## src/rtl/alu_pkg.sv

```systemverilog
// ---------------------------------------------------------------------------
// alu_pkg
//   Shared definitions for the ALU result stage.
//   - FLAG_* : bit positions of N/Z/C/V inside the 4-bit flag vector.
//   - alu_flags_t : the packed {N,Z,C,V} flag vector.
//   - alu_entry_t : the {sum, flags} result entry for the 32-bit datapath.
//     Wider or narrower stages build the same shape with their own width.
//   - alu_derive_flags() : NZCV derivation from the adder outputs.
// ---------------------------------------------------------------------------
package alu_pkg;

    localparam int FLAG_N = 3;
    localparam int FLAG_Z = 2;
    localparam int FLAG_C = 1;
    localparam int FLAG_V = 0;
    localparam int FLAG_W = 4;

    localparam int ALU_DEF_N = 32;

    typedef logic [FLAG_W-1:0] alu_flags_t;

    typedef struct packed {
        logic [ALU_DEF_N-1:0] sum;
        alu_flags_t           flags;
    } alu_entry_t;

    // The adder does not export its carry-out. It is recovered from the
    // operand MSBs and the sum MSB: both MSBs set always carry; exactly one
    // set carries only if the incoming carry into bit N-1 cleared the sum MSB.
    function automatic alu_flags_t alu_derive_flags(
        input logic sum_msb,
        input logic sum_zero,
        input logic a_msb,
        input logic b_msb,
        input logic ovf
    );
        alu_flags_t f;
        f         = '0;
        f[FLAG_N] = sum_msb;
        f[FLAG_Z] = sum_zero;
        f[FLAG_C] = (a_msb & b_msb) | ((a_msb ^ b_msb) & ~sum_msb);
        f[FLAG_V] = ovf;
        return f;
    endfunction

endpackage

```

## src/rtl/alu_skid_buf.sv

```systemverilog
// ---------------------------------------------------------------------------
// alu_skid_buf
//   Generic 2-entry valid/ready skid buffer. The main register drives the
//   output; the skid register catches one item when the main register is
//   full and not draining. in_ready is registered (it is !skid_valid).
//
//   Handshake: a transfer happens on a rising edge where valid && ready are
//   both high on that interface; valid, once raised, says the payload is
//   meaningful, and ready says the receiver takes it at that edge.
//
//   Ports
//     clk, rst            : clock, synchronous active-high reset
//     in_valid/in_ready   : upstream handshake
//     in_data  [W]        : upstream payload
//     out_valid/out_ready : downstream handshake
//     out_data [W]        : downstream payload (holds when empty)
// ---------------------------------------------------------------------------
module alu_skid_buf #(
    parameter int W = 8
) (
    input  logic         clk,
    input  logic         rst,
    input  logic         in_valid,
    output logic         in_ready,
    input  logic [W-1:0] in_data,
    output logic         out_valid,
    input  logic         out_ready,
    output logic [W-1:0] out_data
);

    logic         main_valid_q, main_valid_d;
    logic [W-1:0] main_data_q,  main_data_d;
    logic         skid_valid_q, skid_valid_d;
    logic [W-1:0] skid_data_q,  skid_data_d;

    logic accept;
    logic main_load;

    assign in_ready  = ~skid_valid_q;
    assign accept    = in_valid & in_ready;
    // Main register may take a new item when it is empty or emptying now.
    assign main_load = ~main_valid_q | (main_valid_q & out_ready);

    always_comb begin
        main_valid_d = main_valid_q;
        main_data_d  = main_data_q;
        skid_valid_d = skid_valid_q;
        skid_data_d  = skid_data_q;
        if (main_load) begin
            // A held skid item is older than anything arriving, so it goes
            // first. While the skid is full, in_ready is low and accept is 0.
            if (skid_valid_q) begin
                main_valid_d = 1'b1;
                main_data_d  = skid_data_q;
                skid_valid_d = 1'b0;
            end else if (accept) begin
                main_valid_d = 1'b1;
                main_data_d  = in_data;
            end else begin
                main_valid_d = 1'b0;
            end
        end else if (accept) begin
            skid_valid_d = 1'b1;
            skid_data_d  = in_data;
        end
    end

    always_ff @(posedge clk) begin
        if (rst) begin
            main_valid_q <= 1'b0;
            main_data_q  <= '0;
            skid_valid_q <= 1'b0;
            skid_data_q  <= '0;
        end else begin
            main_valid_q <= main_valid_d;
            main_data_q  <= main_data_d;
            skid_valid_q <= skid_valid_d;
            skid_data_q  <= skid_data_d;
        end
    end

    assign out_valid = main_valid_q;
    assign out_data  = main_data_q;

endmodule

```

## src/rtl/alu_result_stage.sv

```systemverilog
// ---------------------------------------------------------------------------
// alu_result_stage
//   Registered result stage behind the carry-lookahead adder. Derives NZCV
//   flags at capture, stores them with the sum in a 2-entry skid buffer and
//   keeps a saturating count of accepted overflowed results.
//
//   Optional feature macro: ALU_STICKY_OVF_EN adds clr_sticky/sticky_ovf.
//
//   Ports
//     clk, rst             : clock, synchronous active-high reset
//     in_valid/in_ready    : upstream handshake (in_ready registered)
//     in_sum [N], in_ovf   : adder sum and signed overflow
//     in_a_msb, in_b_msb   : operand MSBs that produced in_sum
//     out_valid/out_ready  : downstream handshake
//     out_sum [N]          : registered sum
//     out_flags [4]        : {N,Z,C,V}
//     ovf_count [CNT_W]    : accepted V=1 results, saturating
//     clr_sticky           : clear sticky_ovf (ALU_STICKY_OVF_EN)
//     sticky_ovf           : sticky overflow (ALU_STICKY_OVF_EN)
// ---------------------------------------------------------------------------
module alu_result_stage
    import alu_pkg::*;
#(
    parameter int N     = 32,
    parameter int CNT_W = 8
) (
    input  logic             clk,
    input  logic             rst,
    input  logic             in_valid,
    output logic             in_ready,
    input  logic [N-1:0]     in_sum,
    input  logic             in_ovf,
    input  logic             in_a_msb,
    input  logic             in_b_msb,
    output logic             out_valid,
    input  logic             out_ready,
    output logic [N-1:0]     out_sum,
    output logic [3:0]       out_flags,
    output logic [CNT_W-1:0] ovf_count
`ifdef ALU_STICKY_OVF_EN
    ,
    input  logic             clr_sticky,
    output logic             sticky_ovf
`endif
);

    typedef struct packed {
        logic [N-1:0] sum;
        alu_flags_t   flags;
    } entry_t;

    entry_t     in_entry;
    entry_t     out_entry;
    logic       accept;
    logic       accept_ovf;

    assign in_entry.sum   = in_sum;
    assign in_entry.flags = alu_derive_flags(in_sum[N-1], (in_sum == '0),
                                             in_a_msb, in_b_msb, in_ovf);

    alu_skid_buf #(
        .W ($bits(entry_t))
    ) u_skid (
        .clk       (clk),
        .rst       (rst),
        .in_valid  (in_valid),
        .in_ready  (in_ready),
        .in_data   (in_entry),
        .out_valid (out_valid),
        .out_ready (out_ready),
        .out_data  (out_entry)
    );

    assign out_sum   = out_entry.sum;
    assign out_flags = out_entry.flags;

    assign accept     = in_valid & in_ready;
    assign accept_ovf = accept & in_ovf;

    // Overflow counter: saturates at all-ones instead of wrapping.
    logic [CNT_W-1:0] ovf_count_q, ovf_count_d;

    always_comb begin
        ovf_count_d = ovf_count_q;
        if (accept_ovf && (ovf_count_q != {CNT_W{1'b1}})) begin
            ovf_count_d = ovf_count_q + CNT_W'(1);
        end
    end

    always_ff @(posedge clk) begin
        if (rst) begin
            ovf_count_q <= '0;
        end else begin
            ovf_count_q <= ovf_count_d;
        end
    end

    assign ovf_count = ovf_count_q;

`ifdef ALU_STICKY_OVF_EN
    // Set has priority over clear so an overflow in the clearing cycle
    // is not lost.
    logic sticky_q, sticky_d;

    always_comb begin
        sticky_d = sticky_q;
        if (accept_ovf) begin
            sticky_d = 1'b1;
        end else if (clr_sticky) begin
            sticky_d = 1'b0;
        end
    end

    always_ff @(posedge clk) begin
        if (rst) begin
            sticky_q <= 1'b0;
        end else begin
            sticky_q <= sticky_d;
        end
    end

    assign sticky_ovf = sticky_q;
`endif

endmodule
```

## config.mk

```make
export PLATFORM = sky130hd
export DESIGN_NAME = alu_result_stage
export DESIGN_NICKNAME = d
export VERILOG_FILES = /design/src/rtl/alu_pkg.sv /design/src/rtl/alu_skid_buf.sv /design/src/rtl/alu_result_stage.sv
export SDC_FILE = /design/constraint.sdc
export NUM_CORES = 1
export LEC_CHECK = 0
export CAP_MARGIN = 20
export CORE_MARGIN = 4
export CORE_UTILIZATION = 40
export DETAILED_ROUTE_END_ITERATION = 10
export HOLD_SLACK_MARGIN = 0.08
export PLACE_DENSITY = 0.66
export SLEW_MARGIN = 20
export SYNTH_ARGS = -nofsm -noshare
export SYNTH_HDL_FRONTEND = slang
export SYNTH_HIERARCHICAL = 1
export SYNTH_SLANG_ARGS = --single-unit
```

## constraint.sdc

```tcl
create_clock -name clk -period 2.5 [get_ports clk]
set_input_delay 0.375 -clock clk [delete_from_list [all_inputs] [get_ports clk]]
set_output_delay 0.375 -clock clk [all_outputs]
set_load 0.1 [all_outputs]
```

## After elaboration in Yosys (flattened, before gate mapping)

Index checks and enable logic that the tools add are counted.
W data, S select, Z words.

- Input port bits: 39
- Output and inout bits: 46
- Register bits after elaboration: 82

- Equality and inequality tests: 1
- Reductions and logical operators: 6
- Multiplexer cells: 4
- Add/subtract/negate cells: 1
- Bitwise logic cells: 12

Operators with widths:

| operator | count |
|---|---|
| $mux W36 | 2 |
| $logic_not A32 Y1 | 1 |
| $add A8 B1 Y8 const B | 1 |
| $ne A8 B8 Y1 const B | 1 |
| $and A1 B1 Y1 | 5 |
| $not A1 Y1 | 4 |
| $reduce_and A2 Y1 | 2 |
| $mux W1 | 2 |
| $or A1 B1 Y1 | 2 |
| $reduce_bool A2 Y1 | 1 |
| $reduce_or A2 Y1 | 1 |
| $logic_and A1 B1 Y1 | 1 |
| $xor A1 B1 Y1 | 1 |

## Logic depth before layout (Yosys ltp)

Gate-level depths: netlist (run 1).

- Word-level depth: 5
- Depth in mapped cells: 8

## Hierarchy

Netlist (run 1), hierarchy kept.

By module, submodules not included:

| module | area each (um^2) | cells each | sequential area each (um^2) | times used |
|---|---|---|---|---|
| alu_skid_buf | 3128.0 | 332 | 1481.4 | 1 |
| alu_result_stage | 495.5 | 61 | 160.2 | 1 |

## Least setup slack after synthesis (run 1)

Ideal clock, no wire load.

- Kind: reg-to-reg
- From: register u_skid.skid_valid_q
- To: register ovf_count_q[5], in the netlist ovf_count[5]
- Path slack: -0.057 ns
- Data arrival time: 2.487 ns
- Stages on the path, launching flop included: 9
- Path buffers: 3
- Setup time: 0.070 ns
- Path through: dfxtp_1 clkbuf_2 buf_4 buf_2 inv_1 nand3_4 or2_4 or4_1 a21oi_1

- Longest elaborated chain between the ends: 4

RTL lines:

| element | RTL line | RTL |
|---|---|---|
| from (decl) | alu_skid_buf.sv:33 | `logic skid_valid_q, skid_valid_d;` |
| from (signal assigned) | alu_skid_buf.sv:77 | `skid_valid_q <= skid_valid_d;` |
| $not A1 Y1 | alu_skid_buf.sv:39 | `assign in_ready = ~skid_valid_q;` |
| named net in_ready | alu_result_stage.sv:30 | `output logic in_ready,` |
| $and A1 B1 Y1 | alu_result_stage.sv:77 | `assign accept = in_valid & in_ready;` |
| $and A1 B1 Y1 | alu_result_stage.sv:78 | `assign accept_ovf = accept & in_ovf;` |
| $logic_and A1 B1 Y1 | alu_result_stage.sv:85 | `if (accept_ovf && (ovf_count_q != {CNT_W{1'b1}})) begin` |
| to (signal assigned) | alu_result_stage.sv:94 | `ovf_count_q <= ovf_count_d;` |
| to (decl) | alu_result_stage.sv:81 | `logic [CNT_W-1:0] ovf_count_q, ovf_count_d;` |

The timed path passes the listed nets, and every way through them passes these cells.
A chain may end at the register's enable or synchronous reset.

## Worst setup path after layout (run 1)

- From: input port out_ready
- To: register u_skid.main_data_q[27], in the netlist u_skid/out_data[27]

- Longest elaborated chain between the ends: 3

RTL lines:

| element | RTL line | RTL |
|---|---|---|
| from (decl) | alu_result_stage.sv:36 | `input logic out_ready,` |
| $and A1 B1 Y1 | alu_skid_buf.sv:42 | `assign main_load = ~main_valid_q \| (main_valid_q & out_ready);` |
| $or A1 B1 Y1 | alu_skid_buf.sv:42 |  |
| $reduce_and A2 Y1 (no line) | -- |  |
| to (signal assigned) | alu_skid_buf.sv:76 | `main_data_q <= main_data_d;` |
| to (decl) | alu_skid_buf.sv:32 | `logic [W-1:0] main_data_q, main_data_d;` |

Every way passes these cells.

==> results of run 1 <==
## power groups by stage
stage	logic, mW	clock network (mW)	registers, mW
floorplan	0.222	0	1.81
global placement	0.791	0	1.44
detailed placement	0.798	0	1.44
CTS	0.799	0.963	1.41
global route	0.834	1.02	1.42
finish	0.795	0.931	1.41
## sequential cells by signal, indices dropped and copies added, names as in the netlist
register / flops
u_skid/skid_data_q: 36
u_skid/skid_valid_q: 1
ovf_count: 8
u_skid/out_data: 36
u_skid/out_valid: 1
## worst max-delay path by stage
stage                                                start                               end  slack (ns)  cells past startpoint
after global placement                           out_ready  u_skid/out_data[25]$_SDFFE_PP0P_        0.25                      4
after global routing                             out_ready  u_skid/out_data[23]$_SDFFE_PP0P_        0.48                      4
after CTS                                        out_ready  u_skid/out_data[25]$_SDFFE_PP0P_        0.59                      4
after detailed placement                         out_ready  u_skid/out_data[25]$_SDFFE_PP0P_        0.20                      4
after floorplan           u_skid/skid_valid_q$_SDFFE_PP0P_         ovf_count[5]$_SDFFE_PP0P_        0.26                      8
final                                            out_ready  u_skid/out_data[27]$_SDFFE_PP0P_        0.57                      4
## cells in the mapped netlist (all sizes together)
cell and n:
inv 3, a211oi 36, a21oi 76, a21o 1, buf 17, dfxtp 82
and3 1, nand3b 1, ha 2, o211ai 1, nor3b 1, nor2 9
xor2 2, and2 1, nor3 3, nand4 4, nand4bb 1, nand2 74
nand2b 1, nand3 4, mux2i 37, or3 1, nor4 9, nor4bb 1
or2 2, o31ai 1, o21ai 3, clkbuf 17, a41oi 1, or4 1
## critical path, cell delays in order
cell and delay (ns):
clkdlybuf4s50_1 0.55, nand2b_1 0.14, and2_2 0.87, a211oi_1 0.17
## layer usage
metal / global-route usage, % / up-vias
met2: 27.7 / 101
met4: 4.28 / 0
li1: - / 1535
met1: 23.2 / 1477
met5: 0 / -
met3: 4.76 / 4
## final cells by class
| type | instances | area (µm²) | area share [%] |
|---|---|---|---|
| clock buffers | 11 | 131 | 2.87 |
| flip-flops and latches | 82 | 1640 | 35.9 |
| well taps | 108 | 135 | 2.95 |
| repair buffers | 91 | 788 | 17.2 |
| clock inverters | 5 | 55.1 | 1.20 |
| multi-input cells | 274 | 1810 | 39.5 |
| inverters | 3 | 15.0 | 0.328 |
## cells by family (layout without fill, tap and decap cells)
logic type,count (synthesis),after routing,share of synthesized area (%)
AOI/OAI and AO/OA,119,119,23.4
xor gates and xnor gates,2,2,0.484
adders and majority gates,2,2,0.690
buffers and inverters,37,110,5.32
DFF,82,82,45.3
muxes,37,37,10.2
and+or+nand+nor,114,114,14.6
==> results by group, run 1 <==
Run status
  – Run status: finished clean

Run
  – Total of max-cap violations: 0

Floorplan
  – Initial Util: 41.3%
  – Cell row count: 34
  – Die X: roughly 100 µm
  – Io pins: 85
  – Core ar.: 8760 µm²
  – Die Ht: 103 µm
  – DIE AREA: 10600 µm²

Finish
  – Most common cell after layout, fill and taps aside: dfxtp_1
  – Fin area: 4580 µm²
  – Fin nets: 502
  – Commonest cells after routing, fill and taps aside: dfxtp_1, a21oi_1, nand2_1, buf_4
  – Area grow syn2layout: 26.3%
  – Fillers: 824
  – Share of layout cells above drive strength 1: 22.7%
  – Core utilization of the finished layout: 52.2%
  – Post-route insts no fill: 574
  – Ant. Diodes: 0

Place
  – Count of input and output buffers: 84
  – Pre-CTS WS: 0.199 ns
  – Post-DP HPWL: 5.84 mm
  – Placement-stage cell area: 4390 µm²
  – Routability cong.: 0.764
  – Inst Count DP: 558

Clocking
  – Max clock buf depth: 2
  – Post-cts repair resize count: 0
  – CTS tree: built
  – # hold bufs at CTS: 0
  – TritonCTS Buffers: 9
  – H-tree depth: 3
  – Worst skew pair latency: 0.35 ns
  – Worst-path clk slew: 0.08 ns
  – Clock sinks: a little over 80
  – # Post-CTS Setup Buffers: 0
  – Clk root buf: clkbuf_8

Worst hold path
  – Hold Path End: u_skid/skid_data_q[34]$_SDFFE_PP0P_
  – Hold Crit Class: reg2reg
  – Worst Hold Depth: 2
  – Worst Hold Launch: u_skid/skid_data_q[34]$_SDFFE_PP0P_

Pwr
  – Combinational share of power: approximately a quarter
  – Pwr Total: 3.14 mW
  – Seq pwr share: 45.0%
  – PwrDens: approximately 690 nW/µm²
  – Internal power: 2.04 mW
  – Clock Power Share: 29.7%
  – Psw: 1.10 mW
  – Max IR drop VDD: roughly 0.42 mV
  – Static leakage: ~1.6 nW
  – Switching share of power: 34.9%

Route
  – WL met3: 694 µm
  – WL final: 9.29 mm
  – Drt wl/cell: approximately 16 µm
  – Drt initial violations: 146
  – Routed met2 length: between 4 and 5 mm
  – Post-Route M1 WL: 4.22 mm
  – Highest metal used: met4
  – Vias per inst: roughly 5.4
  – DR pass1 iterations: 4
  – DRC violations left: 0
  – Number of antenna-violating nets in the routed design: 0
  – Vias: 3117

Timing
  – Final period utilization: between 70% and 80%
  – Final Hold Fails: 0
  – Final setup TNS: 0 ns
  – Final clock skew: between 0.01 and 0.015 ns
  – Worst hold slack: approximately 0.46 ns
  – Slew HR: 27.5%
  – Setup Viol. Count Final: 0
  – PnR worst setup slack: 0.566 ns
  – RSZ-0062 raised after global routing: false
  – Worst Tran Pin Value: 1.09 ns
  – Post-layout min period: 1.93 ns
  – Max Fclk: 0.517 GHz
  – Pins Over Slew Limit: 0

Yosys
  – Warnings, synthesis: 6
  – Top-area cell type share of the netlist area: 45.3%
  – Syn Std Cell Area: 3620 µm²
  – Avg Cell Area, Syn: roughly 9.2 µm²
  – Seq/Total Area, Yosys: 45.3%
  – Synth Instances: 393
  – Syn nets: 434
  – Distinct cells, synth: 39
  – Yosys reg bits: 82
  – Ranking of synthesized cells by area: dfxtp_1, a21oi_1, a211oi_2
  – Area leader, netlist: dfxtp_1

Worst setup path
  – Reg2Reg Setup Slack: about 0.7 ns
  – Worst Setup Start Kind: input pin
  – CP arrival: roughly 2.1 ns
  – FF-to-FF End: u_skid/skid_data_q[11]$_SDFFE_PP0P_
  – Crit end category: register
  – CP max FO: 36
  – Worst EP required: roughly 2.7 ns
  – Setup CP Type: in2reg
  – FF-to-FF path depth: 5
  – Crit Reg-Reg Startpoint: u_skid/skid_valid_q$_SDFFE_PP0P_

Global routing
  – Grt ovf: 0
  – Vias in the first global route: 2918
  – Initial antenna violation count: 0
  – Global-route wire length before repair: around 15 mm
  – GRT Util Overall: around 17%
  – Pin count of the biggest net entering global routing: 48
Note: power is estimated with default switching activity, not from simulation.
==> run 2: changes to the inputs <==
--- a/config.mk
+++ b/config.mk
@@ -10,7 +10,7 @@
 export CORE_UTILIZATION = 40
 export DETAILED_ROUTE_END_ITERATION = 10
 export HOLD_SLACK_MARGIN = 0.08
-export PLACE_DENSITY = 0.66
+export PLACE_DENSITY = 0.69
 export SLEW_MARGIN = 20
 export SYNTH_ARGS = -nofsm -noshare
 export SYNTH_HDL_FRONTEND = slang
==> constraint.sdc (replaced) <==
create_clock -name clk -period 1.6 [get_ports clk]
set_input_delay 0.24 -clock clk [delete_from_list [all_inputs] [get_ports clk]]
set_output_delay 0.24 -clock clk [all_outputs]
set_load 0.1 [all_outputs]
==> run 2 against run 1 <==
  * Power up 80%
  * Flip-flop and latch count unchanged
  * Setup slack worse by 0.50 ns
  * First-iteration DRC count down 13%
  * Critical path depth up 3
  * Final cell count up 6.4%
  * Clock skew up 0.0027 ns
  * Clock-buffer cell count down 1
  * Worst hold slack worse by 0.30 ns
  * Die area unchanged
  * Sequential power up 60%
  * Critical path type unchanged
==> results by group, run 2 (synthesis gave the netlist of run 1 again) <==
Pwr
  – Max IR drop VDD: 0.704 mV (was 0.419 mV)
  – Combinational share of power: 27.1% (was 25.3%)
  – PwrDens: 1010 nW/µm² (was 686 nW/µm²)
  – Clock Power Share: 33.0% (was 29.7%)
  – Psw: 1.81 mW (was 1.10 mW)
  – Switching share of power: 32.2% (was 34.9%)
  – Static leakage: 1.97 nW (was 1.57 nW)
  – Seq pwr share: 39.9% (was 45.0%)
  – Internal power: 3.83 mW (was 2.04 mW)

Timing
  – Setup Viol. Count Final: 0 (unchanged)
  – Post-layout min period: 1.54 ns
  – Max Fclk: around 0.65 GHz
  – Final period utilization: 96.0%
  – Final Hold Fails: 0 (unchanged)
  – Final setup TNS: 0 ns (unchanged)
  – Pins Over Slew Limit: 0 (unchanged)
  – Final clock skew: 0.0130 ns (was 0.0104 ns)
  – Worst hold slack: 0.160 ns (was 0.457 ns)
  – Worst Tran Pin Value: 0.334 ns (was 1.09 ns)
  – Slew HR: 77.5% (was 27.5%)

Floorplan
  – Io pins: 85 (unchanged)
  – Die Ht: 103 µm (unchanged)
  – Initial Util: 41.3% (unchanged)
  – Cell row count: 34 (unchanged)
  – Core ar.: 8760 µm² (unchanged)
  – Die X: 103 µm (unchanged)
  – DIE AREA: 10600 µm² (unchanged)

Route
  – Vias: 3285 (was 3117)
  – Vias per inst: 5.38 (was 5.43)
  – Number of antenna-violating nets in the routed design: 0 (unchanged)
  – Drt wl/cell: 15.8 µm (was 16.2 µm)
  – Drt initial violations: 127 (was 146)
  – DR pass1 iterations: 4 (unchanged)
  – WL final: 9.66 mm (was 9.29 mm)
  – DRC violations left: 0 (unchanged)

Clocking
  – Worst skew pair latency: 0.36 ns (was 0.35 ns)
  – Clock sinks: 82 (unchanged)
  – Max clock buf depth: 2 (unchanged)
  – CTS tree: built (unchanged)
  – Worst-path clk slew: 0.08 ns (about the same)
  – # hold bufs at CTS: 0 (unchanged)
  – TritonCTS Buffers: 9 (unchanged)
  – Clk root buf: clkbuf_8 (unchanged)
  – H-tree depth: 3 (unchanged)

Worst setup path
  – FF-to-FF End: ovf_count[1]$_SDFFE_PP0P_ (was u_skid/skid_data_q[11]$_SDFFE_PP0P_)
  – Worst Setup Start Kind: input pin (unchanged)
  – Reg2Reg Setup Slack: 0.10 ns (was 0.70 ns)
  – Setup CP Type: in2reg (unchanged)
  – Worst EP required: 1.88 ns (was 2.68 ns)
  – CP max FO: 2 (was 36)
  – CP endpoint: u_skid/out_data[2]$_SDFFE_PP0P_ (was u_skid/out_data[27]$_SDFFE_PP0P_)
  – Crit end category: register (unchanged)
  – CP arrival: 1.82 ns (was 2.12 ns)
  – Crit. Startpoint: in_sum[29] (was out_ready)
  – Crit Reg-Reg Startpoint: u_skid/skid_valid_q$_SDFFE_PP0P_ (unchanged)
  – FF-to-FF path depth: 6 (was 5)

Global routing
  – Initial antenna violation count: 0 (unchanged)
  – Grt ovf: 0 (unchanged)
  – Vias in the first global route: 3261 (was 2918)
  – Pin count of the biggest net entering global routing: 37 (was 48)
  – Global-route wire length before repair: 15.7 mm (was 14.5 mm)
  – GRT Util Overall: 18.7% (was 17.3%)

Finish
  – Share of layout cells above drive strength 1: 31.2% (was 22.7%)
  – Area grow syn2layout: 54.4% (was 26.3%)
  – Post-route insts no fill: 611 (was 574)
  – Commonest cells after routing, fill and taps aside: a21oi_1, dfxtp_1, nand2_1, buf_12, buf_4 (was dfxtp_1, a21oi_1, nand2_1, buf_4)
  – Ant. Diodes: 0 (unchanged)
  – Fin nets: 539 (was 502)

Run status
  – Run status: finished clean (unchanged)

Worst hold path
  – Hold Crit Class: in2reg (was reg2reg)

Place
  – Count of input and output buffers: 84 (unchanged)
  – Routability cong.: 0.839 (was 0.764)
  – Inst Count DP: 595 (was 558)
  – Post-DP HPWL: 6.57 mm (was 5.84 mm)

Run
  – Total of max-cap violations: 0 (unchanged)
[run 2: cell types whose count changed in the layout (fill, tap and decap cells not counted), moves of 3 or more]
| cell | before | now |
|---|---|---|
| buf_12 | 1 | 51 |
| buf_4 | 53 | 40 |
| dfxtp_1 | 81 | 75 |
| dfxtp_2 | 1 | 7 |
| nor4_1 | 9 | 5 |
| nor4_2 | 0 | 3 |
[run 2: stage by stage]
stage / setup WS, ns / utilization, % / area, µm² / total power [mW]
detailed placement: -0.331 / 60.5 / 5300 / 3.83
floorplan: -0.450 / - / 3650 / 3.17
finish: 0.0634 / 63.8 / 5590 / 5.64
global route: -0.0143 / 63.8 / 5590 / 5.85
global placement: -0.309 / 60.5 / 5300 / 3.81
CTS: 0.0249 / 63.4 / 5560 / 5.68
[run 2: worst min-delay path by stage]
stage | startpoint | end | slack, ns | cells past startpoint
CTS | rst | ovf_count[4]$_SDFFE_PP0P_ | 0.15 | 2
finish | rst | ovf_count[5]$_SDFFE_PP0P_ | 0.16 | 2
floorplan | in_ovf | u_skid/skid_data_q[0]$_SDFFE_PP0P_ | 0.38 | 2
global placement | u_skid/skid_data_q[2]$_SDFFE_PP0P_ | u_skid/skid_data_q[2]$_SDFFE_PP0P_ | 0.44 | 2
global route | rst | ovf_count[5]$_SDFFE_PP0P_ | 0.17 | 2
detailed placement | u_skid/skid_data_q[31]$_SDFFE_PP0P_ | u_skid/skid_data_q[31]$_SDFFE_PP0P_ | 0.45 | 2
[run 2: layer usage]
layer / global-route usage [%] / routed length [µm] / vias to the layer above
met4: 6.08 / 122 / 0
met2: 31.1 / 4810 / 75
li1: - / - / 1607
met1: 24.0 / 4180 / 1593
met5: 0 / 0 / -
met3: 4.36 / 538 / 10
[run 2: layout make-up]
cell class,count,area [µm²]
Timing Repair Buffer,128,1690
Multi-Input combinational cell,274,1850
Sequential cell,82,1650
Fill cell,721,3170
Tap cell,108,135
Clock buffer,10,138
Clock inverter,6,113
Inverter,3,15.0
[run 2: worst max-delay path: stages]
cell	delay, ns
clkdlybuf4s50_1	0.44
nor4_2	0.35
buf_4	0.16
nand4_1	0.16
nor2_2	0.16
mux2i_1	0.09
a211oi_2	0.21
[run 2: power by group through the flow]
stage	combinational, mW	clock, mW	sequential [mW]
final	1.53	1.86	2.25
after detailed placement	1.53	0	2.30
after global placement	1.51	0	2.30
after CTS	1.53	1.89	2.25
after floorplan	0.348	0	2.83
after global routing	1.59	1.99	2.27
[run 2: what timing repair did]
item                       4_1_cts  5_1_grt
resized for setup                1        6
cloned                           0        0
setup endpoints to repair        1        2
pin swaps                        0        3
setup buffers                    0        0
==> run 3: changes to the inputs <==
--- a/config.mk
+++ b/config.mk
@@ -5,9 +5,9 @@
 export SDC_FILE = /design/constraint.sdc
 export NUM_CORES = 1
 export LEC_CHECK = 0
-export CAP_MARGIN = 20
 export CORE_MARGIN = 4
 export CORE_UTILIZATION = 40
+export CTS_CLUSTER_DIAMETER = 30
 export DETAILED_ROUTE_END_ITERATION = 10
 export HOLD_SLACK_MARGIN = 0.08
 export PLACE_DENSITY = 0.69
==> results of run 3 <==
The final DEF is identical to that of run 2; final timing and power are the same.
